**src/rtl/rom_arbiter_if.sv**
```systemverilog
// rom_arbiter_if: bundle of the two requester ports, the shared read-data
// return and the combinational ROM hookup used by rom_arbiter.
// slave  = arbiter side, master = requesters plus ROM side.
interface rom_arbiter_if #(
    parameter int ADDR_W = 8,
    parameter int DATA_W = 64
);
    logic              req0;
    logic [ADDR_W-1:0] addr0;
    logic              valid0;
    logic              req1;
    logic [ADDR_W-1:0] addr1;
    logic              valid1;
    logic [DATA_W-1:0] rdata;
    logic [ADDR_W-1:0] rom_addr;
    logic [DATA_W-1:0] rom_out;
    logic              busy;

    modport slave (
        input  req0, addr0, req1, addr1, rom_out,
        output valid0, valid1, rdata, rom_addr, busy
    );

    modport master (
        output req0, addr0, req1, addr1, rom_out,
        input  valid0, valid1, rdata, rom_addr, busy
    );
endinterface

```
**src/rtl/rom_arbiter.sv**
```systemverilog
// rom_arbiter: two-port arbiter in front of a single combinational ROM.
// Each read goes IDLE -> ACCESS (ROM address registered) -> RESP (data and
// valid presented for one cycle). From RESP a pending request on the other
// port is granted directly, so alternating reads sustain one per 2 cycles.
// Optional feature: define ROM_ARB_ROUND_ROBIN_EN to break simultaneous
// requests in IDLE towards the port that was not granted last; without it
// port 0 always wins a tie.
module rom_arbiter #(
    parameter int ADDR_W = 8,
    parameter int DATA_W = 64
) (
    input logic             clk,
    input logic             reset,
    rom_arbiter_if.slave    bus
);
    typedef enum logic [1:0] {
        IDLE,
        ACCESS,
        RESP
    } state_t;

    state_t            state_q, state_d;
    logic              owner_q, owner_d;
    logic              last_owner_q, last_owner_d;
    logic [ADDR_W-1:0] rom_addr_q, rom_addr_d;
    logic [DATA_W-1:0] rdata_q, rdata_d;
    logic              valid0_q, valid0_d;
    logic              valid1_q, valid1_d;

    logic              tie_winner;
    logic              idle_winner;
    logic              other_req;

    // Tie-break choice used only when both ports request from IDLE.
`ifdef ROM_ARB_ROUND_ROBIN_EN
    assign tie_winner = ~last_owner_q;
`else
    assign tie_winner = 1'b0;
`endif

    // A lone request wins outright; a lone req1 selects port 1.
    assign idle_winner = (bus.req0 && bus.req1) ? tie_winner : bus.req1;
    // In RESP only the non-owner's request matters.
    assign other_req   = owner_q ? bus.req0 : bus.req1;

    // Next-state, grant and capture decisions.
    always_comb begin
        // NOTE: every _d gets a default before the case so no path leaves a
        // signal unassigned, which would otherwise infer a latch.
        state_d      = state_q;
        owner_d      = owner_q;
        last_owner_d = last_owner_q;
        rom_addr_d   = rom_addr_q;
        rdata_d      = rdata_q;
        valid0_d     = 1'b0;
        valid1_d     = 1'b0;

        unique case (state_q)
            IDLE: begin
                if (bus.req0 || bus.req1) begin
                    owner_d      = idle_winner;
                    last_owner_d = idle_winner;
                    rom_addr_d   = idle_winner ? bus.addr1 : bus.addr0;
                    state_d      = ACCESS;
                end
            end
            ACCESS: begin
                rdata_d  = bus.rom_out;
                valid0_d = ~owner_q;
                valid1_d = owner_q;
                state_d  = RESP;
            end
            RESP: begin
                if (other_req) begin
                    owner_d      = ~owner_q;
                    last_owner_d = ~owner_q;
                    rom_addr_d   = owner_q ? bus.addr0 : bus.addr1;
                    state_d      = ACCESS;
                end else begin
                    state_d = IDLE;
                end
            end
            default: state_d = IDLE;
        endcase
    end

    // State and datapath registers; reset drops any transaction in flight.
    always_ff @(posedge clk or posedge reset) begin
        // NOTE: registers use non-blocking assignment so every flop samples
        // the pre-edge values regardless of statement order.
        if (reset) begin
            state_q      <= IDLE;
            owner_q      <= 1'b0;
            last_owner_q <= 1'b1;
            rom_addr_q   <= '0;
            rdata_q      <= '0;
            valid0_q     <= 1'b0;
            valid1_q     <= 1'b0;
        end else begin
            state_q      <= state_d;
            owner_q      <= owner_d;
            last_owner_q <= last_owner_d;
            rom_addr_q   <= rom_addr_d;
            rdata_q      <= rdata_d;
            valid0_q     <= valid0_d;
            valid1_q     <= valid1_d;
        end
    end

    assign bus.valid0   = valid0_q;
    assign bus.valid1   = valid1_q;
    assign bus.rdata    = rdata_q;
    assign bus.rom_addr = rom_addr_q;
    assign bus.busy     = (state_q != IDLE);
endmodule
```
**src/flat_wrapper.sv**
```systemverilog
// flat-port wrapper written by rule: the top's interface ports become plain ports
module rom_arbiter_flat 
#(
    parameter int ADDR_W = 8,
    parameter int DATA_W = 64
)
  (clk, reset, bus_req0, bus_addr0, bus_req1, bus_addr1, bus_rom_out, bus_valid0, bus_valid1, bus_rdata, bus_rom_addr, bus_busy);
  rom_arbiter_if #(.ADDR_W(ADDR_W), .DATA_W(DATA_W)) bus_i ();
  input logic clk;
  input logic reset;
  input wire logic [$bits(bus_i.req0)-1:0] bus_req0;
  input wire logic [$bits(bus_i.addr0)-1:0] bus_addr0;
  input wire logic [$bits(bus_i.req1)-1:0] bus_req1;
  input wire logic [$bits(bus_i.addr1)-1:0] bus_addr1;
  input wire logic [$bits(bus_i.rom_out)-1:0] bus_rom_out;
  output wire logic [$bits(bus_i.valid0)-1:0] bus_valid0;
  output wire logic [$bits(bus_i.valid1)-1:0] bus_valid1;
  output wire logic [$bits(bus_i.rdata)-1:0] bus_rdata;
  output wire logic [$bits(bus_i.rom_addr)-1:0] bus_rom_addr;
  output wire logic [$bits(bus_i.busy)-1:0] bus_busy;
  assign bus_i.req0 = bus_req0;
  assign bus_i.addr0 = bus_addr0;
  assign bus_i.req1 = bus_req1;
  assign bus_i.addr1 = bus_addr1;
  assign bus_i.rom_out = bus_rom_out;
  assign bus_valid0 = bus_i.valid0;
  assign bus_valid1 = bus_i.valid1;
  assign bus_rdata = bus_i.rdata;
  assign bus_rom_addr = bus_i.rom_addr;
  assign bus_busy = bus_i.busy;
  rom_arbiter #(.ADDR_W(ADDR_W), .DATA_W(DATA_W)) u_core (.clk(clk), .reset(reset), .bus(bus_i));
endmodule
```
**config.mk**
```make
export PLATFORM = sky130hd
export DESIGN_NAME = rom_arbiter_flat
export DESIGN_NICKNAME = d
export VERILOG_FILES = /design/src/rtl/rom_arbiter_if.sv /design/src/rtl/rom_arbiter.sv /design/src/flat_wrapper.sv
export SDC_FILE = /design/constraint.sdc
export NUM_CORES = 1
export LEC_CHECK = 0
export CORE_AREA = 2 2 87 89
export CTS_BUF_LIST = sky130_fd_sc_hd__clkbuf_4 sky130_fd_sc_hd__clkbuf_8
export DETAILED_ROUTE_END_ITERATION = 10
export DIE_AREA = 0 0 89 91
export PLACE_DENSITY = 0.85
export SLEW_MARGIN = 20
export SYNTH_ARGS = -nofsm -noshare
export SYNTH_HDL_FRONTEND = slang
export SYNTH_SLANG_ARGS = --single-unit
```
**constraint.sdc**
```tcl
create_clock -name clk -period 4.3 [get_ports clk]
set_input_delay 0.86 -clock clk [delete_from_list [all_inputs] [get_ports clk]]
set_output_delay 0.86 -clock clk [all_outputs]
set_load 0.005 [all_outputs]
```
==> flow_metrics.tcl, run 1 <==
set metrics [dict create \
    status "finished, final reports clean" \
    worst_ep_arrival_time_ns 1.51 \
    synth_cell_types 17 \
    clockRootBuffer "clkbuf_8" \
    synth-seq-cells 77 \
    synth_top_cell_by_area "dfrtp_1" \
    rr_startpoint "u_core.state_q[1]$_DFFE_PP0P_" \
    grt_setup_unrepaired "false" \
    layout.nets 563 \
    path_buf_inv 1 \
    cp.required_ns 3.44 \
    max_freq_ghz 0.422 \
    cp_cell_sequence "or2_2 -> clkdlybuf4s50_1" \
    synth_area_per_cell_um2 9.21 \
    hold_path_startpoint "u_core.bus.rdata[41]$_DFFE_PP0N_" \
    gp_congestion 0.759 \
    start_util 0.417 \
    port_buffers 158 \
    final-max-slew-violation-count 0 \
    postCtsSetupBuffers 0 \
    track_usage 0.195 \
    p_seq_frac 0.369 \
    power_frac_clock 0.189 \
    power.switching_mw 1.13 \
    finalSetupTns_ns 0 \
    std_cell_rows 31 \
    combPwrFrac 0.442 \
    hold_viol 0 \
    slew_headroom 0.293 \
    cp_top_family "buffers and inverters" \
    cp_max_fo 4 \
    h-tree-depth 3 \
    max_stage_delay_ns 0.45 \
    worst-path-stages 2 \
    cts-buffers-inserted 9 \
    min_period_over_period 0.551 \
    worstRegToRegCells 4 \
    dieArea_um2 8100 \
    grt_pass1_vias 2623 \
    netlist_area_um2 2980 \
    die_h_um 91 \
    clockBufferDepth 2 \
    overflow 0 \
    yosys_warnings 0 \
    core_area_um2 7140 \
    cap_viol_max_count 0 \
    cp-start-kind "register" \
    antenna_cells 0 \
    fin_skew_ns 0.0137 \
    synth-seq-area-share 0.648 \
    worstMarginPinSlew_ns 1.06 \
    pin_count 159 \
    synth_top_area_frac 0.648 \
    via_per_inst 4.50 \
    clkLatencyLatePin_ns 0.34 \
    cts.repair.resized 0 \
    grt_max_degree 67 \
    cts_tree "done" \
    dieWidth_um 89 \
    finalSetupViolations 0 \
    clk_pin_slew_ns 0.08 \
    cts_sinks 77 \
    critPathKind "reg -> out" \
    powerDensity_nw_per_um2 710 \
    end_kind "output pin" \
    peakVddDrop_uv 348 \
    fillCellCount 620 \
    routed_wl_um 7550 \
    syn_to_final_growth_pct 64.1 \
    postRouteAntennaNets 0 \
    wl_per_cell_um 13.0 \
    drive_gt1_frac 0.0496 \
    detail_route.first_pass.iterations 4 \
    drc 0 \
    synth_area_leaders "dfrtp_1 (65%), nand2_1 (25%), mux2i_1 (2.7%)" \
    fin_worst_hold_slack_ns 0.476 \
    cp_slowest_cell "clkdlybuf4s50_1" \
    grt_pass1_wl_um 12400 \
    hpwlAfterDp_um 5380 \
    min_path_type "reg -> reg" \
    vias 2625 \
    p_int_mw 2.34 \
    holdBufCountCts 0 \
    period_needed_ns 2.37 \
    hold_depth 2 \
    r2r_setup_slack_ns 2.15 \
    drtIter0Drc 156 \
    antenna_found_initial 0 \
    p_leak_nw 2.35 \
    synth_cells 323 \
    startpoint "u_core.state_q[0]$_DFFE_PP0P_" \
    synth_nets 407 \
    sw_frac_of_total 0.325 \
]
==> power by group through the flow <==
stage	sequential, mW	clock, mW	combinational [mW]
6_report	1.28	0.655	1.53
5_1_grt	1.32	0.703	1.71
4_1_cts	1.28	0.671	1.56
3_5_place_dp	1.28	0	1.56
3_3_place_gp	1.27	0	1.51
2_1_floorplan	1.30	0	0.622
==> cell families (layout without fill, tap and decap cells) <==
group | after synthesis | in the layout | synth area share
and+or+nand+nor | 207 | 207 | 0.266
DFF | 77 | 77 | 0.648
buffers and inverters | 19 | 180 | 0.0269
AOI/OAI and AO/OA | 10 | 10 | 0.0210
muxes | 10 | 10 | 0.0383
==> cell type report <==
cell class,instances,area [µm²],area share
sequential,77,1930,0.395
timing repair buffer,160,1600,0.327
multi-input combinational,227,971,0.199
clock buffer,10,138,0.0282
tap,99,124,0.0254
clock inverter,6,110,0.0225
inverter,4,17.5,0.00359
==> worst reg2reg max path, cell delays in order (launching register included) <==
cell      delay, ns
dfrtp_1        0.41
nand2b_2       0.14
buf_4          0.51
inv_2          0.63
and2_1         0.36
==> sequential cells by signal, indices dropped and copies added (netlist names) <==
name and flops:
u_core.bus.valid1 1, u_core.owner_q 1, u_core.bus.rom_addr 8, u_core.bus.rdata 64, u_core.bus.valid0 1, u_core.state_q 2
==> per-stage QoR <==
stage / worst slack [ns] / area, µm² / instances / utilization / total power [mW]
3_3_place_gp: 1.75 / 4630 / 567 / 0.649 / 2.78
3_5_place_dp: 1.71 / 4630 / 567 / 0.649 / 2.84
6_report: 1.93 / 4880 / 583 / 0.684 / 3.47
2_1_floorplan: 1.47 / 2980 / 323 / - / 1.92
5_1_grt: 1.88 / 4880 / 583 / 0.684 / 3.74
4_1_cts: 1.92 / 4880 / 583 / 0.684 / 3.51
==> Yosys cell counts <==
| cell | number |
|---|---|
| a21boi_1 | 1 |
| and2_1 | 1 |
| buf_1 | 4 |
| buf_2 | 7 |
| clkbuf_1 | 4 |
| dfrtp_1 | 77 |
| inv_1 | 3 |
| inv_2 | 1 |
| mux2_1 | 1 |
| mux2i_1 | 8 |
| mux2i_4 | 1 |
| nand2_1 | 200 |
| nand2b_1 | 4 |
| nor2_1 | 1 |
| o21ai_1 | 8 |
| o221ai_2 | 1 |
| or2_2 | 1 |
==> metal layers <==
layer	GRT usage	vias up	routed length, µm
met3	0.0482	16	527
met5	0	-	0
met2	0.315	100	3700
met4	0.0697	0	142
li1	-	1290	-
met1	0.254	1219	3180
==> path summary, 6_finish.rpt <==
kind                                                         end
worst max-delay path                                    bus_busy
worst min-delay path            u_core.bus.rdata[41]$_DFFE_PP0N_
worst max register to register       u_core.bus.valid1$_DFF_PP0_
worst min register to register  u_core.bus.rdata[41]$_DFFE_PP0N_
max in group asynchronous       u_core.bus.rdata[55]$_DFFE_PP0N_
min in group asynchronous       u_core.bus.rdata[43]$_DFFE_PP0N_
==> placed cells by master, fill, tap and decap left out <==
master / Yosys / routed
nand2_1: 200 / 200
clkdlybuf4s50_1: 0 / 158
dfrtp_1: 77 / 77
clkbuf_8: 0 / 10
mux2i_1: 8 / 8
o21ai_1: 8 / 8
nand2b_1: 4 / 3
bufinv_16: 0 / 3
inv_1: 3 / 2
clkinvlp_4: 0 / 2
buf_4: 0 / 2
nand2b_2: 0 / 1
inv_2: 1 / 1
or2_2: 1 / 1
and2_1: 1 / 1
nor2_1: 1 / 1
inv_4: 0 / 1
a21boi_1: 1 / 1
o221ai_2: 1 / 1
mux2i_4: 1 / 1
mux2_1: 1 / 1
clkinv_2: 0 / 1
No activity file was read; power rests on OpenSTA's default activity.
==> run 2: changes to the inputs <==
- CORE_AREA: 2 2 87 89 -> 2 2 90 92
- DIE_AREA: 0 0 89 91 -> 0 0 92 94
- PLACE_DENSITY: 0.85 -> 0.8
- clock period: 4.3 -> 2.35 ns (I/O delays scaled with it)
==> flow_metrics.tcl, run 2 (synthesis results as in run 1) <==
set metrics [dict create \
    status "finished, final reports clean" \
    end_kind "output pin" \
    fillCellCount 634 \
    hpwlAfterDp_um 5670 \
    placed_area_um2 4700 \
    antenna_cells 0 \
    drtIter0Drc 146 \
    setup_slack_ns 0.368 \
    vias 2650 \
    critPathKind "reg -> out" \
    via_per_inst 4.50 \
    cp.required_ns 1.88 \
    routed_wl_um 7720 \
    cts_tree "done" \
    fin_skew_ns 0.00813 \
    finalPower_mw 6.18 \
    path_buf_inv 1 \
    dp.cells 574 \
    p_leak_nw 2.36 \
    final_cell_mix "nand2_1 (200), clkdlybuf4s50_1 (158), dfrtp_1 (77)" \
    layout.nets 567 \
    final_common_cell "nand2_1" \
    r2r_setup_slack_ns 0.84 \
    postCtsSetupBuffers 0 \
    grt_pass1_vias 2702 \
    max_freq_ghz 0.504 \
    wl_per_cell_um 13.1 \
    min_path_type "in -> async" \
    cp_max_fo 4 \
    worst-path-stages 2 \
    clkLatencyLatePin_ns 0.33 \
    grt_setup_unrepaired "false" \
    postLayoutCoreUtil 0.642 \
    postRouteAntennaNets 0 \
    start_util 0.391 \
    dieArea_um2 8650 \
    hold_viol 0 \
    cp-start-kind "register" \
    die_h_um 94 \
    largest_reg_flops 64 \
    dieWidth_um 92 \
    syn_to_final_growth_pct 64.2 \
    drive_gt1_frac 0.0554 \
    clockBufferDepth 2 \
    std_cell_rows 32 \
    clk_pin_slew_ns 0.07 \
    max_stage_delay_ns 0.45 \
    pin_count 159 \
    powerDensity_nw_per_um2 1270 \
    dp_slack_ns 0.400 \
    final-max-slew-violation-count 0 \
    min_period_over_period 0.844 \
    crit_path_end "bus_busy" \
    period_needed_ns 1.98 \
    core_area_um2 7610 \
    antenna_found_initial 0 \
    holdBufCountCts 0 \
    cts_sinks 77 \
    rr_startpoint "u_core.state_q[0]$_DFFE_PP0P_" \
    track_usage 0.186 \
    cts-buffers-inserted 9 \
    r2r_end "u_core.bus.rom_addr[2]$_DFFE_PP0P_" \
    worstMarginPinSlew_ns 0.670 \
    startpoint "u_core.state_q[0]$_DFFE_PP0P_" \
    fin_worst_hold_slack_ns 0.453 \
    finalSetupTns_ns 0 \
    clockRootBuffer "clkbuf_8" \
    gp_congestion 0.731 \
    cts.repair.resized 0 \
    cp_cell_sequence "or2_2 -> clkdlybuf4s50_1" \
    finalSetupViolations 0 \
    detail_route.first_pass.iterations 4 \
    worstRegToRegCells 4 \
    slew_headroom 0.553 \
    peakVddDrop_uv 694 \
    grt_max_degree 66 \
    cap_viol_max_count 0 \
    final_cells 589 \
    h-tree-depth 3 \
    port_buffers 158 \
    worst_ep_arrival_time_ns 1.51 \
    postLayoutCellArea_um2 4880 \
    grt_pass1_wl_um 12800 \
    cp_top_family "buffers and inverters" \
    overflow 0 \
    drc 0 \
    cp_slowest_cell "clkdlybuf4s50_1" \
]
run 2: cell types whose count changed in the layout (fill, tap and decap cells not counted):
cell        previous run  this run
clkinvlp_4             2         1
buf_4                  2         4
clkbuf_4               0         4
clkbuf_8              10         9
bufinv_16              3         1
buf_12                 0         2
inv_4                  1         0
run 2: area by class of cell:
cell class | count | area [µm²] | area share
Sequential cell | 77 | 1930 | 0.394
Timing Repair Buffer | 164 | 1650 | 0.338
Multi-Input combinational cell | 227 | 971 | 0.199
Clock buffer | 13 | 154 | 0.0315
Tap cell | 102 | 128 | 0.0261
Clock inverter | 2 | 35.0 | 0.00717
Inverter | 4 | 18.8 | 0.00384
run 2: worst register-to-register path: cells and delay by family (launching register included):
family | cells | cell delay (ns)
AOI/OAI and AO/OA | 1 | 0.07
muxes | 2 | 0.74
DFF | 1 | 0.40
and+or+nand+nor | 1 | 0.20
run 2: power by group:
part / switching [mW] / leakage [nW] / internal, mW
Clock: 0.433 / 0.101 / 0.532
Combinational: 1.27 / 1.31 / 1.63
Sequential: 0.342 / 0.950 / 1.98
Total: 2.04 / 2.36 / 4.14
run 2: worst min-delay path by stage:
stage | start | endpoint | slack (ns) | cells after the start
6_report | reset | u_core.bus.rdata[20]$_DFFE_PP0N_ | 0.45 | 2
3_5_place_dp | u_core.bus.rdata[36]$_DFFE_PP0N_ | u_core.bus.rdata[36]$_DFFE_PP0N_ | 0.46 | 2
2_1_floorplan | u_core.bus.rdata[0]$_DFFE_PP0N_ | u_core.bus.rdata[0]$_DFFE_PP0N_ | 0.47 | 2
3_3_place_gp | u_core.bus.rdata[29]$_DFFE_PP0N_ | u_core.bus.rdata[29]$_DFFE_PP0N_ | 0.46 | 2
5_1_grt | reset | u_core.bus.rdata[15]$_DFFE_PP0N_ | 0.46 | 2
4_1_cts | reset | u_core.bus.rdata[13]$_DFFE_PP0N_ | 0.45 | 2
run 2: per-layer routing:
layer	GRT usage	vias to the layer above	share of wire
met5	0	-	0
met4	0.0771	0	0.023
met3	0.0498	15	0.079
met2	0.318	106	0.49
met1	0.222	1226	0.41
li1	-	1303	-
==> run 3: changes to the inputs <==
- clock period: 2.35 -> 1.9 ns (I/O delays scaled with it)
==> flow_metrics.tcl, run 3 (synthesis results as in run 1) <==
set metrics [dict create \
    overflow 0 \
    hold_path_startpoint "u_core.bus.rdata[28]$_DFFE_PP0N_" \
    detail_route.first_pass.iterations 4 \
    port_buffers 158 \
    r2r_end "u_core.bus.rom_addr[0]$_DFFE_PP0P_" \
    end_kind "output pin" \
    max_freq_ghz 0.541 \
    worstRegToRegCells 5 \
    worst_ep_arrival_time_ns 1.47 \
    peakVddDrop_uv 848 \
    cts_tree "done" \
    wl_per_cell_um 13.0 \
    pin_count 159 \
    core_area_um2 7610 \
    finalSetupViolations 0 \
    cp.required_ns 1.52 \
    multiInputGateArea_um2 971 \
    period_needed_ns 1.85 \
    powerDensity_nw_per_um2 1560 \
    dp_slack_ns 0.0441 \
    clockBufferDepth 2 \
    clk_pin_slew_ns 0.07 \
    grt_setup_unrepaired "false" \
    met1Wirelength_um 3230 \
    vias 2651 \
    hold_viol 0 \
    min_period_over_period 0.973 \
    via_per_inst 4.49 \
    min_path_type "reg -> reg" \
    routed_wl_um 7680 \
    status "finished, final reports clean" \
    layout.nets 570 \
    postRouteAntennaNets 0 \
    hold_depth 2 \
    grt_max_degree 47 \
    fillCellCount 626 \
    grt_pass1_vias 2649 \
    cts_sinks 77 \
    cp-start-kind "register" \
    die_h_um 94 \
    antenna_found_initial 0 \
    drtIter0Drc 121 \
    cap_viol_max_count 0 \
    holdBufCountCts 0 \
    worstMarginPinSlew_ns 0.456 \
    hold_path_end "u_core.bus.rdata[28]$_DFFE_PP0N_" \
    final_cell_mix "nand2_1 (200), clkdlybuf4s50_1 (158), dfrtp_1 (77)" \
    regArea_um2 1930 \
    dieArea_um2 8650 \
    wl_met3_um 667 \
    finalSetupTns_ns 0 \
    dieWidth_um 92 \
    fin_skew_ns 0.00521 \
    std_cell_rows 32 \
    start_util 0.391 \
    largest_reg_flops 64 \
    finalPower_mw 7.64 \
    cp_max_fo 2 \
    slew_headroom 0.690 \
    drc 0 \
    p_leak_nw 2.37 \
    fin_worst_hold_slack_ns 0.473 \
    final-max-slew-violation-count 0 \
    syn_to_final_growth_pct 64.5 \
    hpwlAfterDp_um 5610 \
    h-tree-depth 3 \
    drive_gt1_frac 0.0593 \
    cts-buffers-inserted 9 \
    setup_slack_ns 0.0518 \
    grt_pass1_wl_um 12500 \
    clockRootBuffer "clkbuf_8" \
    rr_startpoint "u_core.state_q[0]$_DFFE_PP0P_" \
    route.met2.wl_um 3640 \
    r2r_setup_slack_ns 0.31 \
    track_usage 0.184 \
    highest_layer "met4" \
    final_common_cell "nand2_1" \
    antenna_cells 0 \
    critPathKind "reg -> out" \
    clkLatencyLatePin_ns 0.33 \
    gp_congestion 0.730 \
]
run 3: where the power goes:
part,internal [mW],total [mW],switching [mW]
Sequential,2.45,2.86,0.413
Clock,0.656,1.18,0.523
Combinational,2.02,3.59,1.57
Total,5.13,7.64,2.51
run 3: what timing repair did:
item / CTS / global route
setup endpoints to repair: 1 / 1
resized for setup: 0 / 0
setup buffers: 1 / 1
run 3: worst max-delay path: stages (launching register included):
cell and delay (ns):
dfrtp_1 0.39, or2_2 0.30, clkdlybuf4s50_1 0.45
run 3: worst max-delay path by stage:
| stage | startpoint | end |
|---|---|---|
| after global routing | u_core.state_q[0]$_DFFE_PP0P_ | bus_busy |
| after floorplan | u_core.owner_q$_DFFE_PP0P_ | u_core.owner_q$_DFFE_PP0P_ |
| after detailed placement | bus_req0 | u_core.bus.rom_addr[0]$_DFFE_PP0P_ |
| after global placement | bus_req1 | u_core.bus.rom_addr[1]$_DFFE_PP0P_ |
| after CTS | u_core.state_q[1]$_DFFE_PP0P_ | bus_busy |
| final | u_core.state_q[0]$_DFFE_PP0P_ | bus_busy |
run 3: final cells by class:
cell class,count,area share
multi-input combinational,227,0.198
inverter,4,0.00384
clock inverter,2,0.00716
tap,102,0.0261
sequential,77,0.394
clock buffer,12,0.0312
timing repair buffer,167,0.340
run 3: routing by layer:
| metal | up-vias | GRT usage |
|---|---|---|
| met5 | - | 0 |
| li1 | 1302 | - |
| met4 | 0 | 0.0709 |
| met1 | 1232 | 0.227 |
| met3 | 11 | 0.0602 |
| met2 | 106 | 0.303 |
run 3: stage by stage:
step | utilization | cells | area [µm²]
floorplan | - | 323 | 2980
global placement | 0.617 | 575 | 4690
detailed placement | 0.617 | 575 | 4690
CTS | 0.642 | 590 | 4890
global route | 0.643 | 591 | 4890
finish | 0.643 | 591 | 4890
